===== config.mk =====
export PLATFORM = sky130hd
export DESIGN_NAME = router_dst_reader
export DESIGN_NICKNAME = d
export VERILOG_FILES = /design/src/rtl/router_dst_reader.sv
export SDC_FILE = /design/constraint.sdc
export NUM_CORES = 1
export LEC_CHECK = 0
export ABC_AREA = 1
export CAP_MARGIN = 10
export CORE_ASPECT_RATIO = 1.25
export CORE_UTILIZATION = 52
export DETAILED_ROUTE_END_ITERATION = 16
export HOLD_SLACK_MARGIN = 0.1
export PLACE_DENSITY = 0.8
export SLEW_MARGIN = 20
export SYNTH_ARGS = -nofsm -noshare
export SYNTH_HDL_FRONTEND = slang
export SYNTH_SLANG_ARGS = --single-unit

===== constraint.sdc =====
create_clock -name clk -period 1.7 [get_ports clk]
set_input_delay 0.255 -clock clk [delete_from_list [all_inputs] [get_ports clk]]
set_output_delay 0.255 -clock clk [all_outputs]
set_load 0.05 [all_outputs]

===== src/rtl/router_dst_reader.sv =====
// Destination-side drain engine: reads one router output FIFO, reassembles packets
// and reports per-packet summaries. Define ROUTER_DST_PARITY_CHK_EN to enable the parity check.
module router_dst_reader #(
    parameter logic [1:0] PORT_ID = 2'd0
) (
    input  logic       clk,
    input  logic       reset,
    input  logic       vld_out,
    input  logic [7:0] d_out,
    input  logic       sreset,
    input  logic       hold,
    output logic       read_enb,
    output logic [7:0] byte_out,
    output logic       byte_valid,
    output logic       byte_sof,
    output logic       byte_eof,
    output logic       pkt_done,
    output logic [5:0] pkt_len,
    output logic [1:0] pkt_addr,
    output logic       parity_err,
    output logic       addr_err,
    output logic [7:0] pkt_cnt
);

    typedef enum logic [1:0] {IDLE, HDR_WAIT, BODY, DONE} state_t;

    state_t     state, state_nxt;
    logic       rd_q;
    logic [6:0] issue_rem;
    logic [6:0] recv_rem;
    logic       issue_ok;
    logic       last_cap;

    assign last_cap = (state == BODY) && rd_q && (recv_rem == 7'd1);

    always_ff @(posedge clk) begin
        if (reset) state <= IDLE;
        else       state <= state_nxt;
    end

    always_comb begin
        issue_ok  = 1'b0;
        state_nxt = state;
        case (state)
            IDLE:     issue_ok = 1'b1;
            HDR_WAIT: issue_ok = 1'b0;
            BODY:     issue_ok = (issue_rem != 7'd0);
            DONE:     issue_ok = 1'b1;
            default:  issue_ok = 1'b0;
        endcase
        read_enb = vld_out & ~hold & issue_ok & ~sreset;
        case (state)
            IDLE:     if (read_enb) state_nxt = HDR_WAIT;
            HDR_WAIT: state_nxt = BODY;
            BODY:     if (last_cap) state_nxt = DONE;
            DONE:     state_nxt = read_enb ? HDR_WAIT : IDLE;
            default:  state_nxt = IDLE;
        endcase
        if (sreset) state_nxt = IDLE;
    end

    always_ff @(posedge clk) begin
        if (reset) begin
            rd_q       <= 1'b0;
            issue_rem  <= 7'd0;
            recv_rem   <= 7'd0;
            byte_out   <= 8'd0;
            byte_valid <= 1'b0;
            byte_sof   <= 1'b0;
            byte_eof   <= 1'b0;
            pkt_done   <= 1'b0;
            pkt_len    <= 6'd0;
            pkt_addr   <= 2'd0;
            addr_err   <= 1'b0;
            pkt_cnt    <= 8'd0;
        end else begin
            rd_q       <= read_enb;
            byte_valid <= 1'b0;
            byte_sof   <= 1'b0;
            byte_eof   <= 1'b0;
            pkt_done   <= 1'b0;
            if (sreset) begin
                // abort: the byte returning this edge is dropped, summary regs held
                issue_rem <= 7'd0;
                recv_rem  <= 7'd0;
            end else begin
                case (state)
                    HDR_WAIT: begin
                        byte_out   <= d_out;
                        byte_valid <= 1'b1;
                        byte_sof   <= 1'b1;
                        pkt_len    <= d_out[7:2];
                        pkt_addr   <= d_out[1:0];
                        issue_rem  <= {1'b0, d_out[7:2]} + 7'd1;
                        recv_rem   <= {1'b0, d_out[7:2]} + 7'd1;
                    end
                    BODY: begin
                        if (read_enb) issue_rem <= issue_rem - 7'd1;
                        if (rd_q) begin
                            byte_out   <= d_out;
                            byte_valid <= 1'b1;
                            recv_rem   <= recv_rem - 7'd1;
                            if (recv_rem == 7'd1) begin
                                byte_eof <= 1'b1;
                                pkt_done <= 1'b1;
                                addr_err <= (pkt_addr != PORT_ID);
                                pkt_cnt  <= pkt_cnt + 8'd1;
                            end
                        end
                    end
                    default: begin
                        issue_rem <= 7'd0;
                        recv_rem  <= 7'd0;
                    end
                endcase
            end
        end
    end

`ifdef ROUTER_DST_PARITY_CHK_EN
    logic [7:0] acc;

    // acc starts at the header and folds in every payload byte
    always_ff @(posedge clk) begin
        if (reset) begin
            acc        <= 8'd0;
            parity_err <= 1'b0;
        end else if (sreset) begin
            acc <= 8'd0;
        end else begin
            case (state)
                HDR_WAIT: acc <= d_out;
                BODY: begin
                    if (rd_q) begin
                        if (recv_rem == 7'd1) parity_err <= (acc != d_out);
                        else                  acc        <= acc ^ d_out;
                    end
                end
                default: acc <= 8'd0;
            endcase
        end
    end
`else
    assign parity_err = 1'b0;
`endif

endmodule


==> metrics.txt, run 1 <==
# TYPE chip_impl_metric gauge
chip_impl_info{name="violations",value="negative setup slack"} 1
chip_impl_info{name="worst_path_most_repeated_cell",value="sky130_fd_sc_hd__inv_2"} 1
chip_impl_metric{name="report.final.setup_viol",unit=""} 2
chip_impl_metric{name="postSynthNetCount",unit=""} 346
chip_impl_metric{name="htreeDepth",unit=""} 2
chip_impl_info{name="synth_flop_cell",value="sky130_fd_sc_hd__dfxtp_1"} 1
chip_impl_info{name="timing.critical_path.from_type",value="flop"} 1
chip_impl_metric{name="cp.buffers_inverters",unit=""} 4
chip_impl_metric{name="fmaxAchievable",unit="GHz"} 0.564
chip_impl_metric{name="layout_worst_path_cycle_share",unit="%"} 104
chip_impl_metric{name="synth_async_sr_flop_share",unit="%"} 0
chip_impl_metric{name="max_buffers_root_to_sink",unit=""} 2
chip_impl_metric{name="post-route-min-period",unit="ns"} 1.77
chip_impl_info{name="worst_hold_startpoint",value="byte_out[0]"} 1
chip_impl_info{name="slowest_stage_cell_cp",value="sky130_fd_sc_hd__dfxtp_2"} 1
chip_impl_metric{name="power.static_leakage",unit="nW"} 1.35
chip_impl_metric{name="fin_nets",unit=""} 414
chip_impl_metric{name="seq_area_frac_synth",unit="%"} 38.5
chip_impl_metric{name="routabilityCongestion",unit=""} 0.832
chip_impl_metric{name="yosysWarningCount",unit=""} 0
chip_impl_metric{name="worst_slew_pin_slew",unit="ns"} 0.503
chip_impl_metric{name="routed_wirelength",unit="mm"} 5.76
chip_impl_info{name="path_class",value="reg2out"} 1
chip_impl_info{name="tritoncts",value="done"} 1
chip_impl_info{name="outcome",value="finished with violations"} 1
chip_impl_metric{name="number_of_global_route_vias_before_repair",unit=""} 2177
chip_impl_info{name="hold_end",value="byte_out[0]"} 1
chip_impl_metric{name="fp.coreArea",unit="mm^2"} 0.00420
chip_impl_metric{name="r2r_slack",unit="ns"} -0.03
chip_impl_metric{name="worst_slack",unit="ns"} -0.0725
chip_impl_metric{name="wl_per_cell",unit="um"} 12.9
chip_impl_metric{name="drt_iter0_drc",unit=""} 148
chip_impl_metric{name="drv.max_cap_violation_count",unit=""} 0
chip_impl_metric{name="remaining_drc_errors",unit=""} 0
chip_impl_metric{name="pre_cts_slack",unit="ns"} -0.0164
chip_impl_metric{name="cp_data_required_time",unit="ns"} 1.44
chip_impl_metric{name="synth_edf_count",unit=""} 0
chip_impl_info{name="timing.rr.end",value="state[0]"} 1
chip_impl_metric{name="synth.avg_cell_area",unit="um^2"} 7.24
chip_impl_metric{name="hold_fails_final_rpt",unit=""} 0
chip_impl_metric{name="grt_use_total",unit="%"} 26.0
chip_impl_metric{name="finalHoldWorstSlack",unit="ns"} 0.442
chip_impl_metric{name="clkSinkCount",unit=""} 45
chip_impl_metric{name="final_antenna_net_count",unit=""} 0
chip_impl_info{name="holdCritPathClass",value="reg2reg"} 1
chip_impl_metric{name="critical_path_arrival",unit="ns"} 1.52
chip_impl_metric{name="clock_skew",unit="ns"} 0.00280
chip_impl_metric{name="port_buffers",unit=""} 42
chip_impl_metric{name="cpPeakStageDelay",unit="ns"} 0.35
chip_impl_info{name="critical_path.endpoint_type",value="output port"} 1
chip_impl_metric{name="synthDistinctLibCells",unit=""} 35
chip_impl_metric{name="die_h",unit="um"} 77.0
chip_impl_metric{name="netlist_area",unit="mm^2"} 0.00234
chip_impl_metric{name="post_route_cells_drive_above_1_share",unit="%"} 25.3
chip_impl_metric{name="maxSlewViolCount",unit=""} 0
chip_impl_metric{name="initial_antenna_violation_count",unit=""} 0
chip_impl_metric{name="synth_cells",unit=""} 323
chip_impl_metric{name="power-per-cell-area",unit="mW/mm^2"} 622
chip_impl_metric{name="max_slew_margin",unit="%"} 66.4
chip_impl_metric{name="post_drt_via_cell_ratio",unit=""} 5.26
chip_impl_metric{name="tns",unit="ns"} -0.105
chip_impl_metric{name="worst-r2r-cell-count",unit=""} 11
chip_impl_info{name="worst_r2r_startpoint",value="state[0]"} 1
chip_impl_info{name="worstPathCellList",value="inv_2, ha_2, inv_2, and3_4, nand2_4, clkinvlp_4, buf_12"} 1
chip_impl_metric{name="start_util",unit="%"} 55.7
chip_impl_info{name="critical-path-top-delay-family",value="buffers and inverters"} 1
chip_impl_metric{name="ys_seq_elements",unit=""} 45
chip_impl_info{name="clockRootBuffer",value="sky130_fd_sc_hd__clkbuf_8"} 1
chip_impl_metric{name="numCtsBuffers",unit=""} 5
chip_impl_metric{name="worst-path-stages",unit=""} 7
chip_impl_metric{name="largest_net_degree_at_the_start_of_global_routing",unit=""} 18
chip_impl_metric{name="drt-pass1-iter-count",unit=""} 4
chip_impl_metric{name="die_w",unit="um"} 62.0
chip_impl_info{name="grt_setup_unrepaired",value="true"} 1
chip_impl_metric{name="grt_first_pass_wirelength",unit="mm"} 9.32
chip_impl_metric{name="grt-ovfl-total",unit=""} 0
chip_impl_metric{name="peak_supply_drop",unit="mV"} 0.433
chip_impl_metric{name="hpwlAfterDp",unit="mm"} 4.10
chip_impl_metric{name="critPathMaxFanout",unit=""} 4
chip_impl_metric{name="path_clk_slew",unit="ns"} 0.08
chip_impl_metric{name="hold_path_depth",unit=""} 2
chip_impl_metric{name="dr_total_vias",unit=""} 2355
chip_impl_metric{name="antenna_cells",unit=""} 0
chip_impl_metric{name="clock_insertion_delay_worst_skew",unit="ns"} 0.29
chip_impl_metric{name="pin_count",unit=""} 44
chip_impl_metric{name="fillerInstances",unit=""} 338
chip_impl_metric{name="design.die.area",unit="mm^2"} 0.00477
chip_impl_metric{name="syn2layout_area_growth",unit="%"} 33.3
chip_impl_metric{name="rows",unit=""} 26
-- worst min-delay path: stages, from the launching register on --
cell and delay (ns):
sky130_fd_sc_hd__dfxtp_1 0.31, sky130_fd_sc_hd__inv_1 0.04, sky130_fd_sc_hd__a21oi_1 0.05
-- logic make-up (layout without fill, tap and decap cells) --
| group | count (synthesis) | in the layout | share of synthesized area, % |
|---|---|---|---|
| other | 1 | 1 | 0.160 |
| adders and majority gates | 10 | 10 | 5.35 |
| AOI/OAI and AO/OA | 71 | 71 | 16.2 |
| and+or+nand+nor | 137 | 137 | 26.6 |
| xor gates and xnor gates | 10 | 10 | 3.75 |
| buffers and inverters | 49 | 118 | 9.42 |
| DFF | 45 | 45 | 38.5 |
-- synthesized netlist by cell type (all sizes together) (6+ instances only) --
cell type | count | area, um^2
o21ai | 24 | 124
xnor2 | 6 | 52.6
inv | 36 | 135
ha | 10 | 125
nand3 | 34 | 170
nand4 | 6 | 43.8
dfxtp | 45 | 901
a21oi | 39 | 195
nor2 | 30 | 118
nand2 | 61 | 239
buf | 7 | 52.5
-- flip-flops by register name, indices dropped and copies added (netlist names) --
name	cells
state	2
issue_rem	7
recv_rem	7
byte_valid	1
pkt_cnt	8
addr_err	1
pkt_len	6
byte_out	8
byte_sof	1
pkt_addr	2
pkt_done	1
rd_q	1
-- layer usage --
| layer | up-vias | GRT usage [%] | wire, um |
|---|---|---|---|
| li1 | 1203 | - | - |
| met1 | 1077 | 30.1 | 2550 |
| met2 | 61 | 43.4 | 2850 |
| met3 | 14 | 6.07 | 238 |
| met4 | 0 | 11.3 | 131 |
| met5 | - | 0 | 0 |
-- layout by cell type (no fill, tap or decap), drive strengths merged --
master         instances
dlymetal6s2s           3
o21ai                 24
xor2                   4
nor3b                  1
clkinv                 3
conb                   1
clkinvlp               1
a22oi                  1
clkdlybuf4s50         12
and3                   1
a21oi                 39
buf                   58
nand2                 61
xnor2                  6
inv                   35
ha                    10
nand3                 34
or2                    1
o31ai                  1
dfxtp                 45
clkbuf                 6
nor3                   3
a211oi                 1
o22ai                  4
nand4                  6
nor2                  30
o21bai                 1
-- report_power, final --
group / switching, mW / internal (mW)
Clock: 0.354 / 0.285
Combinational: 0.133 / 0.0945
Sequential: 0.00756 / 1.06
-- how the worst max path moves through the flow --
stage | start | end
after floorplan | state[0] | read_enb
after global placement | d_out[2] | issue_rem[6]
after detailed placement | d_out[2] | issue_rem[6]
after CTS | issue_rem[1] | read_enb
after global routing | issue_rem[0] | read_enb
final | state[1] | read_enb
-- through the flow --
stage / cell area (um^2) / power, mW / instances / util, %
final: 3120 / 1.94 / 448 / 74.3
after global routing: 3120 / 2.02 / 448 / 74.3
after CTS: 3050 / 1.95 / 446 / 72.6
after detailed placement: 2860 / 1.31 / 429 / 68.1
after global placement: 2860 / 1.30 / 429 / 68.1
after floorplan: 2340 / 1.21 / 323 / -
-- area by class of cell --
type / count / area (um^2) / area share [%]
Tap cell: 56 / 70.1 / 2.25
Clock inverter: 2 / 10.0 / 0.321
Timing Repair Buffer: 73 / 622 / 19.9
Multi-Input combinational cell: 229 / 1290 / 41.5
Clock buffer: 6 / 72.6 / 2.33
Sequential cell: 45 / 907 / 29.1
Inverter: 37 / 143 / 4.57
-- what timing repair did --
| item | 4_1_cts | 5_1_grt |
|---|---|---|
| buffers inserted | 9 | 2 |
| setup endpoints to repair | 1 | 22 |
| gates resized for setup | 14 | 17 |
| hold buffers | 0 | 0 |
| pin swaps | 6 | 7 |
Note: power is estimated with default switching activity, not from simulation.
==> run 2: changes to the inputs <==
Settings changed: SKIP_LAST_GASP set to 1.
==> run 2 against run 1 <==
  * The flow still finishes with violations (negative setup slack)
  * Count of clock-buffer cells in the layout stayed put
  * First-iteration DRC count is 2.0% higher
  * Cell count stayed put
  * Via count hardly changed
  * Power is 0.23% lower
  * Utilization is 0.39 points lower
  * Worst hold slack hardly changed
  * Critical path type unchanged
  * Critical endpoint unchanged
  * Largest power group unchanged
==> metrics.txt, run 2 (synthesis gave the netlist of run 1 again) <==
# TYPE chip_impl_metric gauge
chip_impl_metric{name="peak_supply_drop",unit="mV"} 0.424
chip_impl_metric{name="post-route-min-period",unit="ns"} 1.78
chip_impl_metric{name="numCtsBuffers",unit=""} 5
chip_impl_metric{name="power_switching",unit="mW"} 0.491
chip_impl_info{name="critical_path.endpoint_type",value="output port"} 1
chip_impl_metric{name="fin_nets",unit=""} 414
chip_impl_metric{name="place_inst",unit=""} 429
chip_impl_metric{name="die_h",unit="um"} 77.0
chip_impl_metric{name="remaining_drc_errors",unit=""} 0
chip_impl_metric{name="number_of_global_route_vias_before_repair",unit=""} 2177
chip_impl_metric{name="maxSlewViolCount",unit=""} 0
chip_impl_metric{name="power-per-cell-area",unit="mW/mm^2"} 624
chip_impl_info{name="holdCritPathClass",value="reg2reg"} 1
chip_impl_metric{name="clock_skew",unit="ns"} 0.00331
chip_impl_metric{name="start_util",unit="%"} 55.7
chip_impl_info{name="timing.critical_path.from_type",value="flop"} 1
chip_impl_metric{name="power.static_leakage",unit="nW"} 1.35
chip_impl_info{name="top_regs",value="byte_out: 8 flops, pkt_cnt: 8 flops"} 1
chip_impl_info{name="slowest_stage_cell_cp",value="sky130_fd_sc_hd__dfxtp_2"} 1
chip_impl_metric{name="design.die.area",unit="mm^2"} 0.00477
chip_impl_metric{name="rows",unit=""} 26
chip_impl_metric{name="initial_antenna_violation_count",unit=""} 0
chip_impl_metric{name="tns",unit="ns"} -0.117
chip_impl_metric{name="stdcell_area",unit="mm^2"} 0.00310
chip_impl_metric{name="final_antenna_net_count",unit=""} 0
chip_impl_metric{name="critical_path_arrival",unit="ns"} 1.53
chip_impl_metric{name="report.final.setup_viol",unit=""} 2
chip_impl_metric{name="cpPeakStageDelay",unit="ns"} 0.35
chip_impl_metric{name="dr_total_vias",unit=""} 2353
chip_impl_info{name="leading_cell_types_in_the_layout_fill_and_taps_excluded",value="sky130_fd_sc_hd__nand2_1 (57), sky130_fd_sc_hd__buf_4 (55), sky130_fd_sc_hd__dfxtp_1 (40)"} 1
chip_impl_metric{name="hold_fails_final_rpt",unit=""} 0
chip_impl_metric{name="internal-power",unit="mW"} 1.44
chip_impl_metric{name="die_w",unit="um"} 62.0
chip_impl_metric{name="post_route_cells_drive_above_1_share",unit="%"} 25.3
chip_impl_metric{name="grt_use_total",unit="%"} 26.0
chip_impl_metric{name="layout_worst_path_cycle_share",unit="%"} 105
chip_impl_metric{name="routabilityCongestion",unit=""} 0.832
chip_impl_metric{name="worst_slew_pin_slew",unit="ns"} 0.503
chip_impl_metric{name="final_cells",unit=""} 448
chip_impl_metric{name="drv.max_cap_violation_count",unit=""} 0
chip_impl_metric{name="critPathMaxFanout",unit=""} 4
chip_impl_info{name="layout_commonest_cell",value="sky130_fd_sc_hd__nand2_1"} 1
chip_impl_metric{name="hpwlAfterDp",unit="mm"} 4.10
chip_impl_metric{name="htreeDepth",unit=""} 2
chip_impl_metric{name="fmaxAchievable",unit="GHz"} 0.561
chip_impl_info{name="outcome",value="finished with violations"} 1
chip_impl_info{name="violations",value="negative setup slack"} 1
chip_impl_info{name="clockRootBuffer",value="sky130_fd_sc_hd__clkbuf_8"} 1
chip_impl_metric{name="grt_first_pass_wirelength",unit="mm"} 9.32
chip_impl_metric{name="port_buffers",unit=""} 42
chip_impl_metric{name="worst_slack",unit="ns"} -0.0821
chip_impl_metric{name="max_buffers_root_to_sink",unit=""} 2
chip_impl_metric{name="fp.coreArea",unit="mm^2"} 0.00420
chip_impl_metric{name="grt-ovfl-total",unit=""} 0
chip_impl_metric{name="pin_count",unit=""} 44
chip_impl_metric{name="power.sequential.fraction",unit="%"} 55.4
chip_impl_metric{name="clock_insertion_delay_worst_skew",unit="ns"} 0.30
chip_impl_metric{name="clkSinkCount",unit=""} 45
chip_impl_metric{name="routed_wirelength",unit="mm"} 5.77
chip_impl_metric{name="p_clk_share",unit="%"} 33.0
chip_impl_metric{name="max_slew_margin",unit="%"} 66.4
chip_impl_metric{name="largest_net_degree_at_the_start_of_global_routing",unit=""} 18
chip_impl_metric{name="drt-pass1-iter-count",unit=""} 6
chip_impl_metric{name="syn2layout_area_growth",unit="%"} 32.6
chip_impl_metric{name="antenna_cells",unit=""} 0
chip_impl_metric{name="cp_data_required_time",unit="ns"} 1.44
chip_impl_info{name="tritoncts",value="done"} 1
chip_impl_info{name="grt_setup_unrepaired",value="true"} 1
chip_impl_info{name="worstPathCellList",value="inv_2, ha_2, inv_2, and3_4, nand2_2, clkinvlp_4, buf_12"} 1
chip_impl_metric{name="drt_iter0_drc",unit=""} 151
chip_impl_metric{name="wl_per_cell",unit="um"} 12.9
chip_impl_info{name="worst_path_most_repeated_cell",value="sky130_fd_sc_hd__inv_2"} 1
chip_impl_metric{name="post_drt_via_cell_ratio",unit=""} 5.25
chip_impl_metric{name="power.total",unit="mW"} 1.93
chip_impl_metric{name="netSwitchingFraction",unit="%"} 25.4
chip_impl_metric{name="combPwrFrac",unit="%"} 11.7
chip_impl_info{name="path_class",value="reg2out"} 1
chip_impl_metric{name="pre_cts_slack",unit="ns"} -0.0164
chip_impl_metric{name="dpl-instance-area",unit="mm^2"} 0.00286
chip_impl_metric{name="path_clk_slew",unit="ns"} 0.08
[run 2: cell counts in the layout (fill, tap and decap cells not counted)]
Identical to the previous run, type by type.
[run 2: final cells by class]
class                   instances  area, um^2
clock buffers                   6        72.6
repair buffers                 73         622
well taps                      56        70.1
fillers                       339        1090
flip-flops and latches         45         907
clock inverters                 2        10.0
multi-input cells             229        1280
inverters                      37         143
[run 2: metrics by stage]
step                      utilization (%)  hold slack, ns
final                                73.9           0.442
after global routing                 73.9           0.461
after CTS                            72.6           0.450
after detailed placement             68.1           0.438
after global placement               68.1           0.432
after floorplan                         -           0.358
[run 2: repair_timing]
item	in CTS	in global routing
buffers inserted	9	2
endpoints found under the setup margin	1	22
hold buffers	0	0
pin swaps	5	7
gates resized for setup	14	15
hold endpoints to repair	0	0
[run 2: power groups by stage]
stage	registers, mW	clock network, mW	logic, mW
floorplan	1.13	0	0.0868
global placement	1.10	0	0.209
detailed placement	1.10	0	0.211
CTS	1.07	0.655	0.221
global route	1.07	0.697	0.245
finish	1.07	0.637	0.225
[run 2: layer usage]
metal / part of all wire [%] / vias to the layer above / GRT usage (%)
li1: - / 1203 / -
met1: 44 / 1075 / 30.1
met2: 49 / 63 / 43.4
met3: 4.5 / 12 / 6.07
met4: 2.2 / 0 / 11.3
met5: 0 / - / 0
[run 2: path summary, 6_finish.rpt]
check,cells past startpoint,end,slack [ns],startpoint
setup / recovery,7,read_enb,-0.08,state[1]
hold / removal,2,byte_out[0],0.44,byte_out[0]
setup reg to reg,15,state[0],-0.03,issue_rem[0]
hold reg to reg,2,byte_out[0],0.44,byte_out[0]
[run 2: critical path, delay by kind of cell (launching register included)]
kind | cells | cell delay (ns)
buffers and inverters | 4 | 0.40
flip-flops | 1 | 0.35
AND/OR/NAND/NOR | 2 | 0.28
adder cells (fa/ha/maj) | 1 | 0.21
==> run 3: changes to the inputs <==
Settings changed: CORE_UTILIZATION 52 to 56, GPL_TIMING_DRIVEN set to 0, PLACE_DENSITY 0.8 to 0.85, SETUP_SLACK_MARGIN set to 0.15.
Clock period 1.7 ns to 2.2 ns, I/O delays scaled along.
==> run 3 against run 2 <==
  * The run now ends clean
  * Critical path depth up 1
  * Worst setup slack better by 0.30 ns
  * Cell count down 3.3%
  * First-iteration DRC count up 1.3%
  * Non-clock buffer count down 12
  * Utilization up 4.1 points
  * Worst hold slack worse by 0.044 ns
  * Sequential power down 23%
  * Combinational power down 26%
  * Wire length up 0.28%
  * Count of clock-buffer cells in the layout down 1
  * Via count down 0.25%
  * Critical endpoint unchanged
  * Largest cell class unchanged
==> metrics.txt, run 3 (synthesis gave the netlist of run 1 again) <==
# TYPE chip_impl_metric gauge
chip_impl_metric{name="pre_cts_slack",unit="ns"} -0.489
chip_impl_metric{name="worst_slack",unit="ns"} 0.214
chip_impl_metric{name="utilization",unit="%"} 78.0
chip_impl_metric{name="max_buffers_root_to_sink",unit=""} 2
chip_impl_metric{name="power.static_leakage",unit="nW"} 1.20
chip_impl_metric{name="start_util",unit="%"} 60.3
chip_impl_metric{name="critPathMaxFanout",unit=""} 7
chip_impl_info{name="worstPathCellList",value="buf_4, ha_4, inv_8, and3_4, nand2_2, buf_8, inv_1, buf_6"} 1
chip_impl_info{name="layout_commonest_cell",value="sky130_fd_sc_hd__nand2_1"} 1
chip_impl_info{name="tritoncts",value="done"} 1
chip_impl_metric{name="cpPeakStageDelay",unit="ns"} 0.37
chip_impl_info{name="slowest_stage_cell_cp",value="sky130_fd_sc_hd__dfxtp_4"} 1
chip_impl_metric{name="grt-ovfl-total",unit=""} 0
chip_impl_metric{name="area_taken_by_multi_input_logic_gates",unit="mm^2"} 0.00124
chip_impl_metric{name="power.total",unit="mW"} 1.60
chip_impl_metric{name="fin_nets",unit=""} 402
chip_impl_metric{name="remaining_drc_errors",unit=""} 0
chip_impl_info{name="timing.critical_path.from_type",value="flop"} 1
chip_impl_metric{name="antenna_cells",unit=""} 0
chip_impl_info{name="grt_setup_unrepaired",value="false"} 1
chip_impl_metric{name="grt_first_pass_wirelength",unit="mm"} 9.08
chip_impl_metric{name="grt_use_total",unit="%"} 27.1
chip_impl_metric{name="dr_total_vias",unit=""} 2347
chip_impl_metric{name="design.die.area",unit="mm^2"} 0.00444
chip_impl_metric{name="die_w",unit="um"} 59.8
chip_impl_metric{name="drt-pass1-iter-count",unit=""} 4
chip_impl_metric{name="drv.max_cap_violation_count",unit=""} 0
chip_impl_metric{name="pin_count",unit=""} 44
chip_impl_metric{name="report.final.setup_viol",unit=""} 0
chip_impl_metric{name="drt_iter0_drc",unit=""} 153
chip_impl_metric{name="maxSlewViolCount",unit=""} 0
chip_impl_metric{name="post_drt_via_cell_ratio",unit=""} 5.42
chip_impl_metric{name="fmaxAchievable",unit="GHz"} 0.504
chip_impl_metric{name="peak_supply_drop",unit="mV"} 0.384
chip_impl_metric{name="hpwlAfterDp",unit="mm"} 4.05
chip_impl_info{name="holdCritPathClass",value="in2reg"} 1
chip_impl_metric{name="power-per-cell-area",unit="mW/mm^2"} 529
chip_impl_metric{name="path_clk_slew",unit="ns"} 0.08
chip_impl_metric{name="fp.coreArea",unit="mm^2"} 0.00388
chip_impl_metric{name="clock_insertion_delay_worst_skew",unit="ns"} 0.30
chip_impl_metric{name="numCtsBuffers",unit=""} 5
chip_impl_info{name="top_regs",value="byte_out: 8 flops, pkt_cnt: 8 flops"} 1
chip_impl_metric{name="post-route-min-period",unit="ns"} 1.99
chip_impl_info{name="critical_path.endpoint_type",value="output port"} 1
chip_impl_metric{name="cp_data_required_time",unit="ns"} 1.87
chip_impl_metric{name="routed_wirelength",unit="mm"} 5.78
chip_impl_metric{name="syn2layout_area_growth",unit="%"} 29.4
chip_impl_info{name="leading_cell_types_in_the_layout_fill_and_taps_excluded",value="sky130_fd_sc_hd__nand2_1 (58), sky130_fd_sc_hd__dfxtp_1 (42), sky130_fd_sc_hd__a21oi_1 (39), sky130_fd_sc_hd__clkdlybuf4s50_1 (39), sky130_fd_sc_hd__nand3_1 (34)"} 1
chip_impl_metric{name="cp.buffers_inverters",unit=""} 5
chip_impl_info{name="path_class",value="reg2out"} 1
chip_impl_metric{name="critical_path_arrival",unit="ns"} 1.66
chip_impl_metric{name="worst_slew_pin_slew",unit="ns"} 0.555
chip_impl_metric{name="clkSinkCount",unit=""} 45
chip_impl_metric{name="number_of_global_route_vias_before_repair",unit=""} 2028
chip_impl_metric{name="post_route_cells_drive_above_1_share",unit="%"} 11.3
chip_impl_metric{name="clock_skew",unit="ns"} 0.00345
chip_impl_metric{name="initial_antenna_violation_count",unit=""} 0
chip_impl_metric{name="layout_worst_path_cycle_share",unit="%"} 90.3
chip_impl_metric{name="routabilityCongestion",unit=""} 0.892
chip_impl_metric{name="largest_net_degree_at_the_start_of_global_routing",unit=""} 14
chip_impl_metric{name="final_antenna_net_count",unit=""} 0
chip_impl_info{name="critical-path-top-delay-family",value="buffers and inverters"} 1
chip_impl_metric{name="fillerInstances",unit=""} 308
chip_impl_metric{name="rows",unit=""} 25
chip_impl_metric{name="wl_per_cell",unit="um"} 13.4
chip_impl_metric{name="hold_fails_final_rpt",unit=""} 0
chip_impl_metric{name="htreeDepth",unit=""} 2
chip_impl_metric{name="port_buffers",unit=""} 41
chip_impl_metric{name="die_h",unit="um"} 74.3
chip_impl_metric{name="max_slew_margin",unit="%"} 62.9
chip_impl_info{name="clockRootBuffer",value="sky130_fd_sc_hd__clkbuf_8"} 1
chip_impl_info{name="outcome",value="completed"} 1
chip_impl_metric{name="sequential_cell_area",unit="um^2"} 910
[run 3: cell count changes in the layout (fill, tap and decap cells not counted), moves of 4 or more]
cell and delta:
sky130_fd_sc_hd__clkdlybuf4s50_1 +27, sky130_fd_sc_hd__inv_1 +5, sky130_fd_sc_hd__dfxtp_2 -4, sky130_fd_sc_hd__buf_4 -45, sky130_fd_sc_hd__inv_2 -5, sky130_fd_sc_hd__ha_1 +4
[run 3: final cells by class]
cell class / count / share of cell area [%]
Multi-Input combinational cell: 229 / 40.9
Sequential cell: 45 / 30.1
Timing Repair Buffer: 49 / 15.5
Inverter: 37 / 4.84
Buffer: 12 / 3.02
Clock buffer: 5 / 2.27
Tap cell: 54 / 2.23
Clock inverter: 2 / 1.16
[run 3: what timing repair did]
item | in CTS | in global routing
endpoints found under the setup margin | 1 | 1
hold buffers | 0 | 0
resized for setup | 15 | 9
buffers inserted | 0 | 8
pin swaps | 0 | 1
[run 3: worst min-delay path, stage by stage]
cell                       delay [ns]
sky130_fd_sc_hd__clkbuf_2        0.18
sky130_fd_sc_hd__nor2_1          0.07
sky130_fd_sc_hd__nor2_1          0.09
[run 3: power breakdown]
part           internal, mW  leakage, nW  switching [mW]
Sequential            0.820        0.365         0.00544
Combinational        0.0642        0.783           0.102
Clock                 0.330       0.0540           0.277
[run 3: stage by stage]
step / std cells / hold slack [ns] / setup TNS [ns] / instance area, um^2
after floorplan: 323 / 0.433 / 0 / 2340
after global placement: 418 / 0.431 / -0.456 / 2820
after detailed placement: 418 / 0.435 / -0.489 / 2820
after CTS: 425 / 0.389 / 0 / 2940
after global routing: 433 / 0.452 / 0 / 3030
final: 433 / 0.399 / 0 / 3030
[run 3: final timing paths]
kind                      end   startpoint  cells after the start  slack (ns)
setup reg to reg  recv_rem[6]     state[1]                      7        0.39
hold reg to reg   byte_out[4]  byte_out[4]                      2        0.44
hold / removal     pkt_len[2]     d_out[4]                      3        0.40
setup / recovery     read_enb     state[0]                      8        0.21
[run 3: layer usage]
layer	wire, um	GRT usage [%]
met3	387	5.39
met2	2860	48.8
met1	2360	31.1
met5	0	0
met4	176	10.6
==> patch 1, RTL diff (flow settings as in run 3) <==
Add an input register stage for `vld_out` and `hold`; this delays them by one clock. The other inputs are not delayed to match.
--- a/src/rtl/router_dst_reader.sv
+++ b/src/rtl/router_dst_reader.sv
@@ -25,4 +25,12 @@
     typedef enum logic [1:0] {IDLE, HDR_WAIT, BODY, DONE} state_t;
 
+    logic vld_out_q;
+    logic hold_q;
+
+    always_ff @(posedge clk) begin
+        vld_out_q <= vld_out;
+        hold_q    <= hold;
+    end
+
     state_t     state, state_nxt;
     logic       rd_q;
@@ -49,5 +57,5 @@
             default:  issue_ok = 1'b0;
         endcase
-        read_enb = vld_out & ~hold & issue_ok & ~sreset;
+        read_enb = vld_out_q & ~hold_q & issue_ok & ~sreset;
         case (state)
             IDLE:     if (read_enb) state_nxt = HDR_WAIT;
Behaviour: not the same (Yosys sat finds a counterexample within 4 cycles, from zero or initial values and one cycle with reset high).
==> patch 1 against run 3 <==
Critical path depth grew 3; core utilization shrank 3.4 points; count of clock-buffer cells in the layout rose by 1; cell area is 0.21% higher; sequential share of layout area rose by 1.4 points; setup slack gained 0.025 ns; routed wire length fell by 2.2%; worst hold slack got worse by 0.11 ns; first-iteration DRC count decreased by 15%; area after synthesis rose by 1.7%; sequential cell count up 2; non-clock buffer count fell by 2; critical path type unchanged; power increased by 11%.
==> patch 1: results (changes against run 3) <==
stage,metric,value,unit,change
yosys,synth_cell_types,36,,was 35
global_route,use_met1,28.2,%,was 31.1%
placement,port_buffers,40,,was 41
sta,fin_hold_ws,0.293,ns,was 0.399 ns
critical_path,r2r_slack,0.36,ns,was 0.39 ns
power,peakVddDrop,0.579,mV,was 0.384 mV
critical_path,critPathLaunch,issue_rem[0],,was state[0]
placement,gp_congestion,0.893,,was 0.892
critical_path,worstReg2RegStart,state[0],,was state[1]
sta,fin_skew,0.00767,ns,was 0.00345 ns
worst_hold_path,hp-start,reset,,was d_out[4]
final_layout,fillCellCount,321,,was 308
global_route,grt_first_pass_wirelength,8790,µm,was 9080 µm
clock_network,cts_resized,11,,was 15
yosys,yosysTopAreaCellShare,39.6,%,was 38.5%
drt,drtIter0Drc,130,,was 153
power,switching_share,26.4,%,was 24.1%
critical_path,path_max_fanout,4,,was 7
yosys,ys_seq_area_share,39.6,%,was 38.5%
critical_path,regToRegEndpoint,recv_rem[0],,was recv_rem[6]
power,pwr.group.clock,616,µW,was 607 µW
outcome,status,"finished, final reports clean",,unchanged
yosys,postSynthNetCount,345,,was 346
critical_path,reg2regPathDepth,8,,was 7
critical_path,crit_arrival,1.63,ns,was 1.66 ns
drt,vias,2292,,was 2347
drt,drt_wl_total,5660,µm,was 5780 µm
global_route,grt_util_met3,6.36,%,was 5.39%
clock_network,postCtsSetupRepairBufs,1,,was 0
sta,relSlewSlack,64.2,%,was 62.9%
power,power.leakage,0.00117,µW,was 0.00120 µW
drt,wl_met1,2360,µm,about the same
## patch 1: cell types whose count changed in the layout (fill, tap and decap cells not counted), sizes merged, moves of 2 or more
cell    change
nand2       -7
dfxtp       +2
nand3b      +2
nor2        +2
o21ai       +2
xor2        -2
## patch 1: per-stage QoR
step / std cells / total power, µW / cell area, µm² / setup slack (ns)
final: 430 / 1770 / 3030 / 0.239
after global routing: 430 / 1830 / 3030 / 0.145
after CTS: 426 / 1760 / 2970 / 0.168
after detailed placement: 418 / 1150 / 2850 / -0.355
after global placement: 418 / 1150 / 2850 / -0.359
after floorplan: 322 / 1070 / 2380 / 0.411
## patch 1: layout make-up
cell class                 instances  area [µm²]  area share, %
clock inverter                     1        30.0          0.990
timing repair buffer              45         439           14.5
tap                               56        70.1           2.31
clock buffer                       6        72.6           2.39
inverter                          37         139           4.58
sequential                        47         953           31.4
buffer                            14         108           3.55
multi-input combinational        224        1220           40.3
==> patch 2, RTL diff (flow settings as in run 3) <==
Made on the original files. The option `ROUTER_DST_PARITY_CHK_EN` is turned on by a define.
--- a/src/rtl/router_dst_reader.sv
+++ b/src/rtl/router_dst_reader.sv
@@ -1,4 +1,6 @@
 // Destination-side drain engine: reads one router output FIFO, reassembles packets
 // and reports per-packet summaries. Define ROUTER_DST_PARITY_CHK_EN to enable the parity check.
+`define ROUTER_DST_PARITY_CHK_EN
+
 module router_dst_reader #(
     parameter logic [1:0] PORT_ID = 2'd0
Check against the original RTL: not equivalent (a bounded check fails within 10 cycles, from zero or initial values and one cycle with reset high).
==> patch 2 against run 3 <==
Cell area is 15% higher; core utilization is 5.4 points lower; synthesized cell count is 20% higher; sequential cell count is 9 higher; power is 15% higher; clock skew is 0.0015 ns higher; routed wire length is 19% higher; sequential share of layout area is 1.0 points higher; area after synthesis is 21% higher; setup slack worse by 0.031 ns.
==> patch 2: results (changes against run 3) <==
stage,metric,value,unit,change
yosys,synth-async-reset-ratio,0,%,unchanged
global_route,grt_first_pass_wirelength,11200,µm,was 9080 µm
power,power.leakage,0.00137,µW,was 0.00120 µW
yosys,synthCells,387,,was 323
yosys,yosys_warnings,0,,unchanged
yosys,postSynthNetCount,410,,was 346
worst_hold_path,hp-class,in2reg,,unchanged
critical_path,path_max_fanout,10,,was 7
placement,hpwl,5150,µm,was 4050 µm
critical_path,reg2regPathDepth,9,,was 7
clock_network,clk_pin_slew,0.10,ns,was 0.08 ns
yosys,synth_common_cells,"nand2_1 (55), dfxtp_1 (54), inv_1 (45)",,"was nand2_1 (59), dfxtp_1 (45), a21oi_1 (39)"
drt,vias,2776,,was 2347
yosys,synth_cell_types,38,,was 35
yosys,synth_ff_type,dfxtp_1,,unchanged
drt,routedWlPerCell,13.8,µm,was 13.4 µm
yosys,ys_seq_area_share,38.1,%,was 38.5%
yosys,synthTopCellsByArea,"dfxtp_1 (38%), nand2_1 (7.3%), a21oi_1 (6.9%)",,"was dfxtp_1 (39%), nand2_1 (9.5%), a21oi_1 (8.3%)"
clock_network,clockBufferDepth,2,,unchanged
global_route,grt_pass1_vias,2455,,was 2028
clock_network,clockRootBuffer,clkbuf_8,,unchanged
power,peakVddDrop,0.310,mV,was 0.384 mV
final_layout,top_regs,"acc: 8 flops, byte_out: 8 flops, pkt_cnt: 8 flops",,"was byte_out: 8 flops, pkt_cnt: 8 flops"
critical_path,crit_arrival,1.69,ns,was 1.66 ns
final_layout,drive_gt1_share,10.9,%,was 11.3%
placement,gp_congestion,0.921,,was 0.892
placement,place_inst,489,,was 418
drt,drt_wl_total,6870,µm,was 5780 µm
worst_hold_path,hold_depth,3,,unchanged
final_layout,antenna_cells,0,,unchanged
global_route,antenna_found_initial,0,,unchanged
clock_network,cts_max_level,2,,unchanged
global_route,grt_max_degree,17,,was 14
final_layout,nNetsFinal,461,,was 402
sta,fin_skew,0.00493,ns,was 0.00345 ns
drt,dr.pass1.iters,5,,was 4
placement,placed_area,0.00333,mm²,was 0.00282 mm²
placement,post-place-ws,-0.320,ns,was -0.489 ns
drt,drtIter0Drc,228,,was 153
global_route,gr-usage-all-layers,27.2,%,was 27.1%
clock_network,cts_buffers,5,,unchanged
clock_network,insertion_delay,0.32,ns,was 0.30 ns
outcome,status,"finished, final reports clean",,unchanged
sta,relSlewSlack,64.4,%,was 62.9%
placement,port_buffers,42,,was 41
patch 2: area by class of cell:
class | count | area [µm²]
buffer | 16 | 98.8
clock buffer | 6 | 72.6
clock inverter | 2 | 37.5
fill | 412 | 1310
inverter | 54 | 208
multi-input combinational | 263 | 1480
sequential | 54 | 1080
tap | 60 | 75.1
timing repair buffer | 44 | 437
patch 2: critical path: stages, from the launching register on:
cell     delay, ns
dfxtp_2       0.38
inv_1         0.07
ha_1          0.28
buf_4         0.17
nand2_2       0.08
nand2_2       0.06
buf_6         0.12
inv_1         0.06
buf_6         0.15
patch 2: cells by family (layout without fill, tap and decap cells):
family	after synthesis	count (layout)	share of synthesized area [%]
AOI/OAI and AO/OA	99	99	19.6
and+or+nand+nor	144	144	24.3
adders and majority gates	10	10	4.42
xor gates and xnor gates	10	10	3.09
buffers and inverters	70	122	10.4
DFF	54	54	38.1
patch 2: where the power goes:
part / switching (µW) / internal (µW)
Combinational: 115 / 63.9
Clock: 335 / 340
Sequential: 4.94 / 984
Total: 455 / 1390
patch 2: final timing paths:
| check | start | end | slack (ns) |
|---|---|---|---|
| worst max-delay path | state[0] | read_enb | 0.18 |
| worst min-delay path | d_out[4] | pkt_len[2] | 0.37 |
| worst max register to register | state[1] | acc[4] | 0.30 |
| worst min register to register | byte_out[1] | byte_out[1] | 0.45 |
patch 2: routing by layer:
layer  share of wire [%]  track usage, %  vias up
li1                    -               -     1386
met1                  42            31.5     1283
met2                  50            48.3       89
met3                 4.7            4.58       18
met4                 2.9            12.2        0
met5                   0               0        -
patch 2: timing repair:
item / in CTS / in global routing
gates resized for setup: 15 / 5
hold endpoints to repair: 0 / 0
setup buffers: 2 / 0
setup endpoints to repair: 1 / 5
